### config.mk
export PLATFORM = sky130hd
export DESIGN_NAME = digit_scan_mux
export DESIGN_NICKNAME = d
export VERILOG_FILES = /design/src/rtl/digit_scan_mux_pkg.sv /design/src/rtl/digit_scan_mux_tick_gen.sv /design/src/rtl/digit_scan_mux.sv
export SDC_FILE = /design/constraint.sdc
export NUM_CORES = 1
export LEC_CHECK = 0
export ABC_AREA = 1
export BUFFER_PORTS_ARGS = -buffer_cell sky130_fd_sc_hd__buf_2
export CORE_MARGIN = 5
export CORE_UTILIZATION = 55
export CTS_CLUSTER_SIZE = 30
export DETAILED_ROUTE_END_ITERATION = 12
export GPL_TIMING_DRIVEN = 0
export PLACE_DENSITY = 0.76
export SYNTH_ARGS = -nofsm -noshare
export SYNTH_HDL_FRONTEND = slang
export SYNTH_HIERARCHICAL = 1
export SYNTH_SLANG_ARGS = --single-unit
### constraint.sdc
create_clock -name clk -period 3.4 [get_ports clk]
set_input_delay 0.68 -clock clk [delete_from_list [all_inputs] [get_ports clk]]
set_output_delay 0.68 -clock clk [all_outputs]
set_load 0.02 [all_outputs]
### src/rtl/digit_scan_mux_pkg.sv
// Shared display helpers: index-width derivation and the default blank code,
// which the segment decoder renders as all segments off.
package digit_scan_mux_pkg;

   localparam int DISPLAY_DIGIT_W = 5;
   localparam logic [DISPLAY_DIGIT_W-1:0] BLANK_CODE_DEFAULT = '1;

   function automatic int clog2(input int value);
      int r;
      r = 0;
      while ((1 << r) < value) r++;
      return r;
   endfunction

   // Width of an index over n items, never narrower than one bit.
   function automatic int sel_width(input int n);
      return (n < 2) ? 1 : clog2(n);
   endfunction

endpackage

### src/rtl/digit_scan_mux_tick_gen.sv
// Free-running prescaler: counts 0..PRESCALE-1 and strobes tick on the last count.
module tick_gen
   import digit_scan_mux_pkg::*;
#(
   parameter int PRESCALE = 50000,
   parameter int PCNT_W   = sel_width(PRESCALE)
) (
   input  logic              clk,
   input  logic              rst,
   output logic [PCNT_W-1:0] pcnt,
   output logic              tick
);

   assign tick = (pcnt == PCNT_W'(PRESCALE - 1));

   always_ff @(posedge clk) begin
      if (rst)       pcnt <= '0;
      else if (tick) pcnt <= '0;
      else           pcnt <= pcnt + PCNT_W'(1);
   end

endmodule

### src/rtl/digit_scan_mux.sv
// Multi-digit display scanner with per-frame input snapshot, leading-zero
// blanking and dead time between digit slots.
module digit_scan_mux
   import digit_scan_mux_pkg::*;
#(
   parameter int                NUM_DIGITS = 4,
   parameter int                DIGIT_W    = 5,
   parameter int                PRESCALE   = 50000,
   parameter int                DEAD       = 2,
   parameter logic [DIGIT_W-1:0] BLANK_CODE = {DIGIT_W{1'b1}},
   parameter int                SEL_W      = sel_width(NUM_DIGITS)
) (
   input  logic                          clk,
   input  logic                          rst,
   input  logic [NUM_DIGITS*DIGIT_W-1:0] digits_in,
   input  logic                          lz_blank,
   output logic [DIGIT_W-1:0]            bin_out,
   output logic [NUM_DIGITS-1:0]         anode_n,
   output logic [SEL_W-1:0]              sel_out,
   output logic                          frame_start
);

   localparam int PCNT_W = sel_width(PRESCALE);

   logic [PCNT_W-1:0]             pcnt;
   logic [PCNT_W-1:0]             pcnt_nx;
   logic                          tick;
   logic [SEL_W-1:0]              sel;
   logic [SEL_W-1:0]              sel_nx;
   logic                          wrap;
   logic [NUM_DIGITS*DIGIT_W-1:0] shadow;
   logic [NUM_DIGITS*DIGIT_W-1:0] shadow_nx;
   logic [DIGIT_W-1:0]            code_nx;
   logic                          blank_nx;
   logic                          dead_nx;
   logic                          upper_zero;
   logic [NUM_DIGITS-1:0]         anode_nx;

   tick_gen #(.PRESCALE(PRESCALE), .PCNT_W(PCNT_W)) u_tick (
      .clk  (clk),
      .rst  (rst),
      .pcnt (pcnt),
      .tick (tick)
   );

   // Outputs are formed from next-state values so select, enable and code
   // all move on the same edge.
   always_comb begin
      pcnt_nx   = tick ? '0 : pcnt + PCNT_W'(1);
      wrap      = tick && (sel == SEL_W'(NUM_DIGITS - 1));
      sel_nx    = sel;
      if (tick) sel_nx = wrap ? '0 : sel + SEL_W'(1);
      shadow_nx = wrap ? digits_in : shadow;
      dead_nx   = (DEAD == 0) ? 1'b0 : (int'(pcnt_nx) < DEAD);

      code_nx    = '0;
      blank_nx   = 1'b0;
      upper_zero = 1'b0;
      anode_nx   = '1;
      for (int i = 0; i < NUM_DIGITS; i++) begin
         if (sel_nx == SEL_W'(i)) begin
            upper_zero = 1'b1;
            for (int j = i; j < NUM_DIGITS; j++)
               if (shadow_nx[j*DIGIT_W +: DIGIT_W] != '0) upper_zero = 1'b0;
            code_nx  = shadow_nx[i*DIGIT_W +: DIGIT_W];
            blank_nx = lz_blank && (i > 0) && upper_zero;
            if (!dead_nx) anode_nx[i] = 1'b0;
         end
      end
   end

   always_ff @(posedge clk) begin
      if (rst) begin
         sel         <= '0;
         shadow      <= digits_in;
         bin_out     <= '0;
         anode_n     <= '1;
         frame_start <= 1'b0;
      end else begin
         sel         <= sel_nx;
         shadow      <= shadow_nx;
         bin_out     <= blank_nx ? BLANK_CODE : code_nx;
         anode_n     <= anode_nx;
         frame_start <= wrap;
      end
   end

   assign sel_out = sel;

endmodule
==> results of run 1 <==
[power by group through the flow]
stage                     Clock [uW]  Sequential [uW]  Combinational (uW)
after floorplan                    0              623                82.2
after global placement             0              617                 127
after detailed placement           0              619                 131
after CTS                        514              606                 132
after global routing             540              610                 152
final                            498              605                 132
[flip-flops by register name (all words and copies together), names as in the netlist]
register     count
bin_out          5
frame_start      1
u_tick/pcnt     16
sel_out          2
shadow          20
anode_n          4
[cell type report]
class / instances / area, um2 / share of cell area (%)
plain buffers: 10 / 68.8 / 2.19
flip-flops and latches: 48 / 961 / 30.5
well taps: 67 / 83.8 / 2.66
repair buffers: 34 / 170 / 5.41
inverters: 57 / 214 / 6.80
clock inverters: 3 / 68.8 / 2.19
clock buffers: 5 / 68.8 / 2.19
multi-input cells: 323 / 1510 / 48.0
[per-layer routing]
layer	routed length (um)	track usage [%]	part of all wire (%)	up-vias
li1	-	-	-	1468
met1	3100	30.4	49	1225
met2	2730	32.0	43	72
met3	475	4.55	7.4	8
met4	85	5.91	1.3	0
met5	0	0	0	-
[layout by cell type, fill, tap and decap left out]
cell type and count:
inv_6 1, nor3_1 6, nor2_4 2, nor2_1 59, buf_2 35, nand4_1 9, nand3_2 2, nor2_2 3
inv_1 54, nand3b_1 4, o21bai_1 1, o21ai_0 39, ha_1 3, or2_2 2, clkbuf_1 4, o21ai_1 7
nand3_1 31, buf_6 2, o21ai_2 1, buf_8 1, a21oi_2 1, buf_4 1, xor2_1 3, xnor2_1 1
nand2_4 2, nor2b_1 1, or2_0 1, nand2_2 4, clkbuf_8 5, a21oi_1 12, dfxtp_1 48, bufinv_16 2
nand2_1 128, inv_2 3, xnor2_2 1, buf_1 1
[worst max path at each step]
stage                               from                    end  cells after the start
5_1_grt        u_tick/pcnt[0]$_SDFF_PP0_  bin_out[0]$_SDFF_PP0_                     13
3_5_place_dp   u_tick/pcnt[0]$_SDFF_PP0_  bin_out[3]$_SDFF_PP0_                     12
6_report       u_tick/pcnt[0]$_SDFF_PP0_  bin_out[0]$_SDFF_PP0_                     13
2_1_floorplan  u_tick/pcnt[0]$_SDFF_PP0_  bin_out[2]$_SDFF_PP0_                     11
4_1_cts        u_tick/pcnt[0]$_SDFF_PP0_  bin_out[2]$_SDFF_PP0_                     13
3_3_place_gp   u_tick/pcnt[0]$_SDFF_PP0_  bin_out[2]$_SDFF_PP0_                     13
[logic make-up (layout without fill, tap and decap cells)]
family / count (synthesis) / in the layout / synth area share, %
compound gates: 61 / 61 / 11.4
xor+xnor: 5 / 5 / 1.86
fa+ha+maj: 3 / 3 / 1.36
buf+inv: 67 / 109 / 10.3
flops: 48 / 48 / 34.9
simple gates: 254 / 254 / 40.2
[through the flow]
stage | utilization [%] | setup slack [ns] | hold slack (ns)
detailed placement | 62.9 | 0.402 | 0.511
floorplan | - | 0.897 | 0.467
CTS | 65.8 | 0.369 | 0.535
global route | 65.8 | 0.0468 | 0.551
global placement | 62.9 | 0.443 | 0.501
finish | 65.8 | 0.336 | 0.528
==> summary.txt, run 1 <==
Run status
  – Outcome: completed

Critical path
  – Crit path largest cell delay: 0.49 ns
  – Worst path cell trace: ha_1 -> nand3_1 -> or2_2 -> nor2_1 -> nand2_4 -> buf_6 -> nand3_2 -> o21ai_2 -> nor2_2 -> nand2_1 -> nand3_1 -> nor2_1 -> a21oi_1
  – Slowest CP cell: nor2_1
  – Required time of the worst setup path: 3.63 ns
  – R2R depth: 13
  – Largest fanout on the critical path: 10
  – Crit. End Element: flop
  – CP startpoint kind: flop
  – FF-to-FF Start: u_tick/pcnt[0]$_SDFF_PP0_
  – Worst flop-to-flop path endpoint: bin_out[0]$_SDFF_PP0_
  – CP arrival: 3.30 ns
  – CP delay by family, top: simple AND/OR/NAND/NOR gates
  – Worst path bufs/invs: 1
  – Worst reg-to-reg setup slack: 0.34 ns
  – Crit path kind: flop to flop

Routing
  – TritonRoute pass-1 iters: 4
  – Routed length per instance: 11.7 um
  – Vias: 2773
  – Drt initial violations: 182
  – DRC Markers: 0
  – Remaining antenna violation count: 0
  – DRT Wirelength: 6390 um
  – Vias per cell: 5.07

Finish
  – Final cell area excluding filler cells: 0.00315 mm2
  – ANT cells: 0
  – Fill cell count: 467
  – Finished Layout Cells: 547
  – Area growth syn-to-layout: 14.2%
  – Fin nets: 505
  – Layout cells sized above 1: 14.2%

Power and ir drop
  – Switching pwr: 295 uW
  – Sequential share of power: 49.0%
  – Pwr Density: 393 mW/mm2
  – Clock power frac: 40.3%
  – Internal power: 940 uW
  – Max IR drop VDD: 0.246 mV
  – Pwr Total: 1240 uW
  – Comb power frac: 10.7%
  – Sw Ratio: 23.9%
  – Leak: 0.00136 uW

Placed design
  – Area after DPL: 0.00301 mm2
  – DP Wirelength: 4800 um
  – Input/output buffers: 34
  – Dpl cells: 539
  – Gpl congestion: 0.858

Synthesis
  – Syn_nets: 464
  – Leading area contributor after synthesis: dfxtp_1
  – Ranking of synthesized cells by area: dfxtp_1 (35%), nand2_1 (17%), nor2_1 (8.0%)
  – Commonest cells in the synthesized netlist: nand2_1 (128), nor2_1 (59), inv_1 (54)
  – Synth Instances: 438
  – Top-area cell type share of the netlist area: 34.9%
  – Sequential share of the synthesized area: 34.9%
  – Mapped cell area: 0.00276 mm2
  – Mean Syn Cell Area: 6.29 um2
  – Synth warn: 6
  – Post-synth EDFFs: 0
  – Top-count cell post-synth: nand2_1
  – Fraction of registers with async set/reset: 0%
  – Flops & latches, synth: 48
  – Ys flop type: dfxtp_1
  – Distinct cell type count of the synthesized netlist: 33

Timing
  – Slew Limit Fails: 0
  – Final setup TNS: 0 ns
  – Final setup fails: 0
  – RSZ-0062 raised after global routing: false
  – Clock skew: 0.00259 ns
  – Slew HR: 60.0%
  – Min Tclk post-route: 3.06 ns
  – F_max: 326 MHz
  – Tcrit/Tclk final: 90.1%
  – Worst-Margin Slew: 0.598 ns
  – Fin. Hold Viols: 0

Min path
  – Min-delay src: u_tick/pcnt[0]$_SDFF_PP0_
  – Hold path depth: 1
  – Hold Crit Class: flop to flop
  – Hold endpoint: u_tick/pcnt[0]$_SDFF_PP0_

Clock network
  – H-tree depth: 2
  – Post_cts resized: 0
  – CTS clk-pin slew, worst paths: 0.09 ns
  – Skew-Pair Late Insertion Delay: 0.30 ns
  – Number of hold buffers added after cts: 0
  – Num CTS Buffers: 5
  – # Post-CTS Setup Buffers: 0
  – Clk sinks: 48
  – CTS max path bufs: 2
  – Clk root buf: clkbuf_8
  – CTS tree: done

Global routing
  – GRT Total Usage: 21.2%
  – Largest net degree at the start of global routing: 17
  – Grt ovf: 0
  – First-pass GRT wire length: 10900 um
  – Vias in the first global route: 2415
  – Antenna violations before repair: 0

Floorplan
  – Die area: 0.00652 mm2
  – Die Y: 80.8 um
  – Die W: 80.8 um
  – Core area: 0.00479 mm2
  – Row cnt: 25
  – Initial Utilization: 57.6%
  – Io pins: 35

Job
  – Max-cap viol count: 0
Note: power is estimated with default switching activity, not from simulation.
==> inputs of run 2 (changes only) <==
--- a/config.mk
+++ b/config.mk
@@ -13,6 +13,7 @@
 export DETAILED_ROUTE_END_ITERATION = 12
 export GPL_TIMING_DRIVEN = 0
 export PLACE_DENSITY = 0.76
+export RECOVER_POWER = 25
 export SYNTH_ARGS = -nofsm -noshare
 export SYNTH_HDL_FRONTEND = slang
 export SYNTH_HIERARCHICAL = 1
==> constraint.sdc (replaced) <==
create_clock -name clk -period 3.4 [get_ports clk]
set_input_delay 0.68 -clock clk [delete_from_list [all_inputs] [get_ports clk]]
set_output_delay 0.68 -clock clk [all_outputs]
set_load 0.05 [all_outputs]
==> summary.txt, run 2 (synthesis results as in run 1) <==
Run status
  – Outcome: completed

Global routing
  – Grt ovf: 0
  – Met3 usage: 4.55%
  – GRT Total Usage: 21.2%
  – Vias in the first global route: 2415
  – Met1 usage: 30.4%
  – GR peak layer: met2
  – Largest net degree at the start of global routing: 17
  – Antenna violations before repair: 0
  – Met2 usage: 32.0%
  – First-pass GRT wire length: 10900 um

Timing
  – Clock skew: 0.00367 ns
  – Worst setup margin: 0.363 ns
  – Min Tclk post-route: 3.04 ns
  – Worst-Margin Slew: 0.595 ns
  – Fin. Hold Viols: 0
  – Slew Limit Fails: 0
  – RSZ-0062 raised after global routing: false
  – Final setup TNS: 0 ns
  – Slew HR: 60.2%
  – Tcrit/Tclk final: 89.3%
  – Final setup fails: 0
  – F_max: 329 MHz

Critical path
  – CP arrival: 3.22 ns
  – R2R depth: 11
  – Crit path kind: flop to flop
  – Required time of the worst setup path: 3.58 ns
  – CP startpoint kind: flop
  – FF-to-FF Start: u_tick/pcnt[0]$_SDFF_PP0_
  – Worst reg-to-reg setup slack: 0.36 ns
  – Crit. End Element: flop
  – Worst flop-to-flop path endpoint: bin_out[0]$_SDFF_PP0_
  – Largest fanout on the critical path: 10

Floorplan
  – Die Y: 80.8 um
  – Die area: 0.00652 mm2
  – Core area: 0.00479 mm2
  – Row cnt: 25
  – Initial Utilization: 57.6%
  – Die W: 80.8 um
  – Io pins: 35

Clock network
  – Clk sinks: 48
  – Number of hold buffers added after cts: 0
  – Clk root buf: clkbuf_8
  – CTS clk-pin slew, worst paths: 0.09 ns
  – CTS max path bufs: 2
  – CTS tree: done
  – H-tree depth: 2
  – Post_cts resized: 0
  – # Post-CTS Setup Buffers: 0
  – Num CTS Buffers: 5
  – Skew-Pair Late Insertion Delay: 0.30 ns

Finish
  – Area growth syn-to-layout: 13.5%
  – Most frequent cells in the layout: nand2_1 (129), nor2_1 (59), inv_1 (54), dfxtp_1 (48), o21ai_0 (39)
  – Most common cell after layout, fill and taps aside: nand2_1
  – Fin nets: 505
  – Max reg flops: 20
  – ANT cells: 0
  – Largest registers: shadow x20, u_tick/pcnt x16, bin_out x5
  – Top reg by flops: shadow
  – Layout cells sized above 1: 12.1%
  – Finished Layout Cells: 547

Routing
  – Drt initial violations: 209
  – Vias per cell: 5.06
  – Remaining antenna violation count: 0
  – DRC Markers: 0
  – DRT Wirelength: 6410 um
  – Vias: 2766
  – Routed length per instance: 11.7 um
  – TritonRoute pass-1 iters: 4

Placed design
  – Gpl congestion: 0.858
  – Dpl cells: 539
  – DP Wirelength: 4800 um
  – Place WS: 0.402 ns
  – Input/output buffers: 34

Power and ir drop
  – Leak: 0.00134 uW
  – Pwr Density: 398 mW/mm2
  – Max IR drop VDD: 0.242 mV

Min path
  – Hold Crit Class: flop to flop
  – Hold path depth: 1
  – Hold endpoint: u_tick/pcnt[0]$_SDFF_PP0_
  – Min-delay src: u_tick/pcnt[0]$_SDFF_PP0_

Job
  – Max-cap viol count: 0
run 2: power by group:
part / switching [uW] / leakage (uW) / internal, uW
combinational: 93.7 / 0.000872 / 49.9
clock: 200 / 0.0000687 / 296
sequential: 13.0 / 0.000396 / 593
run 2: critical path, cell delays in order (launching register included):
cell      delay (ns)
dfxtp_1         0.46
ha_1            0.24
nand3_1         0.21
or2_2           0.36
nor2_1          0.48
nand2_4         0.15
buf_4           0.21
o21ai_0         0.30
nand3b_1        0.17
nand3_1         0.13
nor2_1          0.12
a21oi_1         0.08
run 2: worst max-delay path by stage:
stage	start	end	slack, ns	cells past startpoint
2_1_floorplan	u_tick/pcnt[0]$_SDFF_PP0_	bin_out[2]$_SDFF_PP0_	0.90	11
3_3_place_gp	u_tick/pcnt[0]$_SDFF_PP0_	bin_out[2]$_SDFF_PP0_	0.44	13
3_5_place_dp	u_tick/pcnt[0]$_SDFF_PP0_	bin_out[3]$_SDFF_PP0_	0.40	12
4_1_cts	u_tick/pcnt[0]$_SDFF_PP0_	bin_out[2]$_SDFF_PP0_	0.37	13
5_1_grt	u_tick/pcnt[0]$_SDFF_PP0_	bin_out[0]$_SDFF_PP0_	0.05	13
6_report	u_tick/pcnt[0]$_SDFF_PP0_	bin_out[0]$_SDFF_PP0_	0.36	11
run 2: area by class of cell:
type | count | area, um2
inverter | 57 | 214
timing repair buffer | 34 | 159
fill | 470 | 1660
multi-input combinational | 323 | 1500
sequential | 48 | 961
clock inverter | 3 | 68.8
tap | 67 | 83.8
clock buffer | 5 | 68.8
buffer | 10 | 68.8
run 2: routing by layer:
layer	part of all wire, %	vias up
li1	-	1470
met1	49	1218
met2	43	70
met3	7.3	8
met4	1.3	0
met5	0	-
run 2: metrics by stage:
stage	util, %	power [uW]	area [um2]	hold slack [ns]
after global placement	62.9	757	3010	0.501
after floorplan	-	719	2760	0.467
after global routing	65.4	1310	3130	0.551
after detailed placement	62.9	763	3010	0.511
after CTS	65.8	1260	3150	0.535
final	65.4	1250	3130	0.529
==> inputs of run 3 (changes only) <==
--- a/config.mk
+++ b/config.mk
@@ -8,11 +8,10 @@
 export ABC_AREA = 1
 export BUFFER_PORTS_ARGS = -buffer_cell sky130_fd_sc_hd__buf_2
 export CORE_MARGIN = 5
-export CORE_UTILIZATION = 55
+export CORE_UTILIZATION = 40
 export CTS_CLUSTER_SIZE = 30
 export DETAILED_ROUTE_END_ITERATION = 12
 export GPL_TIMING_DRIVEN = 0
-export PLACE_DENSITY = 0.76
 export RECOVER_POWER = 25
 export SYNTH_ARGS = -nofsm -noshare
 export SYNTH_HDL_FRONTEND = slang
==> summary.txt, run 3 (synthesis results as in run 1) <==
Clock network
  – Number of hold buffers added after cts: 0
  – Clk sinks: 48
  – CTS clk-pin slew, worst paths: 0.09 ns
  – H-tree depth: 2
  – Num CTS Buffers: 5
  – # Post-CTS Setup Buffers: 0
  – Skew-Pair Late Insertion Delay: 0.31 ns
  – CTS max path bufs: 2
  – Clk root buf: clkbuf_8
  – CTS tree: done
  – Post_cts resized: 0

Global routing
  – Vias in the first global route: 2465
  – Antenna violations before repair: 0
  – GRT Total Usage: 15.9%
  – Largest net degree at the start of global routing: 16
  – Grt ovf: 0
  – First-pass GRT wire length: 11200 um

Floorplan
  – Row cnt: 30
  – Core area: 0.00676 mm2
  – Io pins: 35
  – Die W: 93.0 um
  – Die area: 0.00865 mm2
  – Die Y: 93.0 um
  – Initial Utilization: 40.8%

Timing
  – Min Tclk post-route: 3.12 ns
  – RSZ-0062 raised after global routing: false
  – Final setup TNS: 0 ns
  – Fin. Hold Viols: 0
  – Tcrit/Tclk final: 91.8%
  – Clock skew: 0.00890 ns
  – Worst-Margin Slew: 0.695 ns
  – F_max: 320 MHz
  – Slew HR: 53.5%
  – Final setup fails: 0
  – Slew Limit Fails: 0

Run status
  – Outcome: completed

Min path
  – Hold Crit Class: flop to flop
  – Min-delay src: u_tick/pcnt[0]$_SDFF_PP0_
  – Hold path depth: 1
  – Hold endpoint: u_tick/pcnt[0]$_SDFF_PP0_

Finish
  – Fin util: 45.9%
  – Layout cells sized above 1: 11.9%
  – Max reg flops: 20
  – Final cell area excluding filler cells: 0.00310 mm2
  – ANT cells: 0
  – Most frequent cells in the layout: nand2_1 (129), nor2_1 (59), inv_1 (54), dfxtp_1 (48), o21ai_0 (39)
  – Most common cell after layout, fill and taps aside: nand2_1
  – Area growth syn-to-layout: 12.6%
  – Largest registers: shadow x20, u_tick/pcnt x16, bin_out x5
  – Top reg by flops: shadow
  – Fin nets: 505

Routing
  – TritonRoute pass-1 iters: 5
  – DRC Markers: 0
  – Routed length per instance: 11.8 um
  – DRT Wirelength: 6590 um
  – Vias per cell: 4.85
  – Remaining antenna violation count: 0
  – Vias: 2717
  – Drt initial violations: 154

Job
  – Max-cap viol count: 0

Power and ir drop
  – Internal power: 807 uW
  – Pwr Density: 360 mW/mm2
  – Clock power frac: 33.1%
  – Comb power frac: 12.7%
  – Switching pwr: 310 uW
  – Max IR drop VDD: 0.185 mV
  – Sequential share of power: 54.1%
  – Sw Ratio: 27.8%
  – Leak: 0.00131 uW

Critical path
  – Crit. End Element: flop
  – Largest fanout on the critical path: 10
  – R2R depth: 12
  – CP arrival: 3.31 ns
  – Required time of the worst setup path: 3.59 ns
  – Worst flop-to-flop path endpoint: bin_out[1]$_SDFF_PP0_
  – Worst reg-to-reg setup slack: 0.28 ns
  – FF-to-FF Start: u_tick/pcnt[0]$_SDFF_PP0_
  – CP startpoint kind: flop
  – Crit path kind: flop to flop

Placed design
  – Gpl congestion: 0.828
  – Area after DPL: 0.00303 mm2
  – DP Wirelength: 4960 um
  – Input/output buffers: 34
## run 3: routing by layer
| layer | vias up | part of all wire, % | track usage [%] |
|---|---|---|---|
| li1 | 1462 | - | - |
| met1 | 1201 | 54 | 23.0 |
| met2 | 46 | 41 | 23.6 |
| met3 | 8 | 4.7 | 3.78 |
| met4 | 0 | 1.0 | 4.15 |
| met5 | - | 0 | 0 |
## run 3: worst max-delay path, stage by stage, from the launching register on
cell and delay [ns]:
dfxtp_1 0.47, ha_1 0.24, nand3_1 0.21, or2_2 0.36, nor2_1 0.56, nand2_4 0.15
buf_6 0.19, o21ai_0 0.36, nor2_1 0.07, nand3_1 0.12, nand2_1 0.08, nand3_2 0.13
a21oi_1 0.08
## run 3: how the worst max path moves through the flow
stage / start / to / depth (start not counted)
2_1_floorplan: u_tick/pcnt[0]$_SDFF_PP0_ / bin_out[2]$_SDFF_PP0_ / 11
3_3_place_gp: u_tick/pcnt[0]$_SDFF_PP0_ / bin_out[4]$_SDFF_PP0_ / 12
3_5_place_dp: u_tick/pcnt[0]$_SDFF_PP0_ / bin_out[0]$_SDFF_PP0_ / 12
4_1_cts: u_tick/pcnt[0]$_SDFF_PP0_ / bin_out[0]$_SDFF_PP0_ / 12
5_1_grt: u_tick/pcnt[0]$_SDFF_PP0_ / bin_out[4]$_SDFF_PP0_ / 12
6_report: u_tick/pcnt[0]$_SDFF_PP0_ / bin_out[1]$_SDFF_PP0_ / 12
## run 3: layout make-up
type                            count  area (um2)
Buffer                             10        68.8
Clock buffer                        6        82.6
Clock inverter                      2        15.0
Fill cell                         719        3650
Inverter                           57         214
Multi-Input combinational cell    323        1500
Sequential cell                    48         961
Tap cell                           80         100
Timing Repair Buffer               34         158
## run 3: metrics by stage
step | total power, uW | hold slack (ns) | worst slack (ns) | instances
5_1_grt | 1180 | 0.557 | 0.0430 | 560
2_1_floorplan | 719 | 0.467 | 0.897 | 438
3_3_place_gp | 760 | 0.503 | 0.382 | 552
3_5_place_dp | 763 | 0.511 | 0.322 | 552
4_1_cts | 1130 | 0.531 | 0.299 | 560
6_report | 1120 | 0.539 | 0.277 | 560
## run 3: power groups by stage
stage                     sequential (uW)  combinational [uW]  clock [uW]
after detailed placement              618                 145           0
after CTS                             605                 146         379
after global routing                  609                 162         405
after floorplan                       636                82.2           0
after global placement                617                 143           0
final                                 605                 142         370
